## config.mk

```make
export PLATFORM = sky130hd
export DESIGN_NAME = adder_result_display_flat
export DESIGN_NICKNAME = d
export VERILOG_FILES = /design/src/rtl/adder_result_display_if.sv /design/src/rtl/adder_result_display.sv /design/src/flat_wrapper.sv
export SDC_FILE = /design/constraint.sdc
export NUM_CORES = 1
export LEC_CHECK = 0
export BUFFER_PORTS_ARGS = -buffer_cell sky130_fd_sc_hd__clkbuf_2
export CORE_AREA = 8 8 76 78
export DETAILED_ROUTE_END_ITERATION = 7
export DIE_AREA = 0 0 84 86
export GPL_ROUTABILITY_DRIVEN = 1
export SLEW_MARGIN = 20
export SYNTH_ARGS = -nofsm -noshare
export SYNTH_HDL_FRONTEND = slang
export SYNTH_SLANG_ARGS = --single-unit
```

## constraint.sdc

```tcl
create_clock -name clk -period 2.3 [get_ports clk]
set_input_delay 0 -clock clk [delete_from_list [all_inputs] [get_ports clk]]
set_output_delay 0 -clock clk [all_outputs]
set_load 0.05 [all_outputs]
```

## src/rtl/adder_result_display_if.sv

```systemverilog
// Signal bundle between the ripple adder's outputs, the display stage and the board's display pins.
interface adder_result_display_if;
    logic       capture;
    logic [2:0] x_in;
    logic [2:0] y_in;
    logic [2:0] s_in;
    logic       cout_in;
    logic [6:0] seg;
    logic [3:0] an;
    logic       dp;

    // Upstream side: the adder stage and the board pins
    modport master (
        output capture, x_in, y_in, s_in, cout_in,
        input  seg, an, dp
    );

    // Display stage side
    modport slave (
        input  capture, x_in, y_in, s_in, cout_in,
        output seg, an, dp
    );
endinterface

```

## src/rtl/adder_result_display.sv

```systemverilog
// Holds adder operands and result, and scans them onto a 4-digit multiplexed common-anode
// 7-segment display: digit3 = X, digit2 = Y, digits1..0 = decimal sum.
module adder_result_display #(
    parameter int unsigned REFRESH_DIV = 100000
) (
    input  logic                  clk,
    input  logic                  rst,
    adder_result_display_if.slave bus
);

    localparam int unsigned CNT_W     = (REFRESH_DIV > 1) ? $clog2(REFRESH_DIV) : 1;
    localparam int unsigned DIGIT_W   = 4;
    localparam int unsigned SEG_W     = 7;
    localparam int unsigned AN_W      = 4;
    localparam logic [CNT_W-1:0]   CNT_LAST  = CNT_W'(REFRESH_DIV - 1);
    localparam logic [SEG_W-1:0]   SEG_BLANK = 7'b1111111;
    localparam logic [DIGIT_W-1:0] DIG_BLANK = 4'hF;

    logic [2:0]         x_q;
    logic [2:0]         y_q;
    logic [3:0]         sum_q;
    logic [CNT_W-1:0]   cnt_q;
    logic [1:0]         idx_q;
    logic [SEG_W-1:0]   seg_q;
    logic [AN_W-1:0]    an_q;
    logic               dp_q;

    logic               wrap_c;
    logic [CNT_W-1:0]   cnt_next_c;
    logic [1:0]         idx_next_c;
    logic               tens_c;
    logic [3:0]         ones_c;
    logic [DIGIT_W-1:0] digit_c;
    logic [SEG_W-1:0]   seg_next_c;
    logic [AN_W-1:0]    an_next_c;
    logic               dp_next_c;

    // Active-low gfedcba pattern for one decimal digit; anything else stays dark
    function automatic logic [SEG_W-1:0] seg_code(input logic [DIGIT_W-1:0] v);
        logic [SEG_W-1:0] code;
        case (v)
            4'd0:    code = 7'b1000000;
            4'd1:    code = 7'b1111001;
            4'd2:    code = 7'b0100100;
            4'd3:    code = 7'b0110000;
            4'd4:    code = 7'b0011001;
            4'd5:    code = 7'b0010010;
            4'd6:    code = 7'b0000010;
            4'd7:    code = 7'b1111000;
            4'd8:    code = 7'b0000000;
            4'd9:    code = 7'b0010000;
            default: code = SEG_BLANK;
        endcase
        return code;
    endfunction

    // Refresh counter and digit index advance
    always_comb begin
        wrap_c     = (cnt_q == CNT_LAST);
        cnt_next_c = cnt_q;
        idx_next_c = idx_q;
        if (wrap_c) begin
            cnt_next_c = '0;
            idx_next_c = 2'(idx_q + 2'd1);
        end else begin
            cnt_next_c = CNT_W'(cnt_q + 1'b1);
        end
    end

    // Digit selection and decode from the current index and held values
    always_comb begin
        tens_c     = (sum_q >= 4'd10);
        ones_c     = tens_c ? 4'(sum_q - 4'd10) : sum_q;
        digit_c    = DIG_BLANK;
        case (idx_q)
            2'd0:    digit_c = ones_c;
            2'd1:    digit_c = tens_c ? 4'd1 : DIG_BLANK;
            2'd2:    digit_c = {1'b0, y_q};
            default: digit_c = {1'b0, x_q};
        endcase
        seg_next_c = seg_code(digit_c);
        an_next_c  = ~(4'b0001 << idx_q);
        dp_next_c  = (idx_q != 2'd2);
    end

    // Held operands and result; a capture never disturbs the scan
    always_ff @(posedge clk or posedge rst) begin
        if (rst) begin
            x_q   <= '0;
            y_q   <= '0;
            sum_q <= '0;
        end else if (bus.capture) begin
            x_q   <= bus.x_in;
            y_q   <= bus.y_in;
            sum_q <= {bus.cout_in, bus.s_in};
        end
    end

    // Scan position
    always_ff @(posedge clk or posedge rst) begin
        if (rst) begin
            cnt_q <= '0;
            idx_q <= '0;
        end else begin
            cnt_q <= cnt_next_c;
            idx_q <= idx_next_c;
        end
    end

    // Pin drivers, dark while in reset
    always_ff @(posedge clk or posedge rst) begin
        if (rst) begin
            seg_q <= SEG_BLANK;
            an_q  <= '1;
            dp_q  <= 1'b1;
        end else begin
            seg_q <= seg_next_c;
            an_q  <= an_next_c;
            dp_q  <= dp_next_c;
        end
    end

    assign bus.seg = seg_q;
    assign bus.an  = an_q;
    assign bus.dp  = dp_q;

endmodule

```

## src/flat_wrapper.sv

```systemverilog
// flat-port wrapper written by rule: the top's interface ports become plain ports
module adder_result_display_flat 
#(
    parameter int unsigned REFRESH_DIV = 100000
)
  (clk, rst, bus_capture, bus_x_in, bus_y_in, bus_s_in, bus_cout_in, bus_seg, bus_an, bus_dp);
  adder_result_display_if bus_i ();
  input  logic clk;
  input  logic rst;
  input wire logic [$bits(bus_i.capture)-1:0] bus_capture;
  input wire logic [$bits(bus_i.x_in)-1:0] bus_x_in;
  input wire logic [$bits(bus_i.y_in)-1:0] bus_y_in;
  input wire logic [$bits(bus_i.s_in)-1:0] bus_s_in;
  input wire logic [$bits(bus_i.cout_in)-1:0] bus_cout_in;
  output wire logic [$bits(bus_i.seg)-1:0] bus_seg;
  output wire logic [$bits(bus_i.an)-1:0] bus_an;
  output wire logic [$bits(bus_i.dp)-1:0] bus_dp;
  assign bus_i.capture = bus_capture;
  assign bus_i.x_in = bus_x_in;
  assign bus_i.y_in = bus_y_in;
  assign bus_i.s_in = bus_s_in;
  assign bus_i.cout_in = bus_cout_in;
  assign bus_seg = bus_i.seg;
  assign bus_an = bus_i.an;
  assign bus_dp = bus_i.dp;
  adder_result_display #(.REFRESH_DIV(REFRESH_DIV)) u_core (.clk(clk), .rst(rst), .bus(bus_i));
endmodule
```

==> out/qor.txt <==
drt pass-1 iters -> 4
RSZ-0062 raised after global routing -> no
CTS tree -> done
Tcrit/Tclk final -> 86.9%
CTS root buf -> clkbuf_8
Worst Hold Slack -> 125 ps
vias in the first global route -> 1547
P_int -> 0.00120 W
Critical Path Source Type -> register
fmax -> 0.500 GHz
Area Growth Syn to Fin -> 21.2%
ant diodes -> 0
Buf/Inv on CP -> 2
fin nets -> 246
CP arrival -> 2210 ps
Sw Ratio -> 28.8%
gp weighted congestion -> 0.896
clk_lat worst skew -> 290 ps
DP HPWL -> 2950 um
Die Wd -> 84 um
WS Path Type -> reg -> reg
core area -> 4600 sq um
share of layout cells above drive strength 1 -> 29.0%
flops & latches, synth -> 40
Worst-Margin Slew -> 515 ps
async set-reset flop share out of synthesis -> 100%
via count -> 1468
max-cap violations -> 0
Vias/cell -> 5.28
Sw Pwr -> 0.000486 W
Net Count, Synth -> 202
Die Area -> 7220 sq um
Setup TNS -> 0 ps
share of the synthesized area in the top cell type -> 36.3%
post-synthesis sequential area ratio -> 50.8%
die height -> 86 um
Worst Path Max Fanout -> 6
clock share of power -> 33.2%
DR WL/cell -> 13.9 um
Synth Instances -> 179
Seq pwr share -> 47.1%
Num CTS Buffers -> 5
Final ANT Viol Nets -> 0
CTS resizes -> 0
CTS Buffer Depth -> 2
I/O Pins -> 25
Distinct cells, synth -> 44
setup bufs post-CTS -> 0
endpoint class of the critical path -> register
Reg2Reg Setup Slack -> 300 ps
commonest non-fill, non-tap cell in the layout -> dfrtp_1
total gr overflow -> 0
GRT Resource Usage Total -> 11.5%
min Tclk post-route -> 2000 ps
port bufs -> 24
cell area after synthesis -> 2000 sq um
final WL -> 3860 um
critical path's largest stage delay -> 410 ps
Final setup violation count -> 0
Post-synth EDFFs -> 0
Ys Warns -> 0
Worst-path clk slew -> 80 ps
Crit path max-delay family -> compound AO/OA/AOI/OAI gates
Total Power -> 0.00169 W
power share of the combinational group -> 19.7%
Num Clock Sinks -> 40
Slew Limit Headroom -> 65.6%
Area contributors post-synth -> dfrtp_1 (36%), dfstp_2 (14%), ha_1 (6.3%)
crit-path cells -> inv_1 > ha_1 > nand3_1 > a21oi_1 > o22ai_1 > inv_1 > ha_1 > o22ai_1 > o211ai_1
initial antenna violation count -> 0
PD cells -> 696 nW/um^2
Hold Crit Class -> in -> reg
status -> finished clean
VDD IR max -> 0.284 mV
Required @ worst endpoint -> 2510 ps
CP max-delay cell -> dfrtp_1
most frequent cells in the layout -> dfrtp_1 (29), clkbuf_2 (24), nand2_1 (17), inv_1 (15), nor2_1 (14)
Final Skew -> 9.76 ps
cell taking the most area after synthesis -> dfrtp_1
Cell Rows -> 25
# DRC -> 0
pin count of the biggest net entering global routing -> 17
DRT iter0 DRCs -> 67
prevailing post-synth register cell -> dfrtp_1
Syn Area/Cell -> 11.2 sq um
global-route wire length before repair -> 6860 um
Lkg Pwr -> 1.12 nW
final slew viol count -> 0
Initial Utilization -> 43.4%
Fin. Hold Viols -> 0
H-tree Lvls -> 2
==> final cells by class <==
class | instances | area [sq um]
clock buffer | 5 | 68.8
clock inverter | 3 | 42.5
fill | 407 | 2180
inverter | 15 | 56.3
multi-input combinational | 121 | 903
sequential | 40 | 1010
tap | 54 | 67.6
timing repair buffer | 40 | 268
==> power groups by stage <==
stage	combinational (W)	clock [W]	sequential (W)
floorplan	0.000131	0	0.000919
global placement	0.000308	0	0.000807
detailed placement	0.000318	0	0.000808
CTS	0.000334	0.000581	0.000795
global route	0.000357	0.000609	0.000801
finish	0.000332	0.000560	0.000794
==> flip-flops by register name, indices dropped and copies added, names as in the netlist <==
register        count
u_core.bus.an       4
u_core.idx_q        2
u_core.cnt_q       17
u_core.y_q          3
u_core.bus.seg      7
u_core.x_q          3
u_core.sum_q        4
==> synth_stat cells (all sizes together) (2+ instances only) <==
library cell,count
nand3,8
o21ai,8
nand2b,2
mux2,7
nand3b,3
ha,10
mux2i,2
buf,2
dfstp,11
nor2,15
xnor2,7
nor3,3
xor2,7
o22ai,4
o211ai,2
nand2,17
inv,15
nand4,2
a21oi,7
dfrtp,29
==> logic make-up after synthesis <==
logic type	synth area share [%]
compound gates	10.8
xor+xnor	6.14
fa+ha+maj	6.27
buf+inv	3.95
flops	50.8
mux	4.95
simple gates	17.1
==> per-layer routing <==
metal  track usage (%)  routed length (um)  vias up  part of all wire, %
li1                  -                   -      700                    -
met1              12.1                1630      725                   42
met2              20.2                1970       37                   51
met3              3.98                 208        6                  5.4
met4              5.34                  56        0                  1.4
met5                 0                   0        -                    0
==> per-stage QoR <==
| step | worst slack [ps] | cell area [sq um] | utilization [%] | cells |
|---|---|---|---|---|
| 2_1_floorplan | 396 | 2000 | - | 179 |
| 3_3_place_gp | 443 | 2200 | 47.8 | 259 |
| 3_5_place_dp | 341 | 2200 | 47.8 | 259 |
| 4_1_cts | 339 | 2420 | 52.7 | 278 |
| 5_1_grt | 180 | 2420 | 52.7 | 278 |
| 6_report | 300 | 2420 | 52.7 | 278 |
==> worst paths after layout <==
kind,start,endpoint,depth (start not counted)
setup / recovery,u_core.idx_q[0],u_core.bus.seg[3],9
hold / removal,bus_capture,u_core.sum_q[2],2
setup reg to reg,u_core.idx_q[0],u_core.bus.seg[3],9
hold reg to reg,u_core.cnt_q[0],u_core.cnt_q[0],1
max in group asynchronous,rst,u_core.bus.an[0],4
min in group asynchronous,rst,u_core.cnt_q[14],3
==> repair_timing <==
action,CTS,global route
endpoints found under the setup margin,0,0
hold buffers,11,0
endpoints found under the hold margin,22,0
Power figures use the tool's default switching activity.
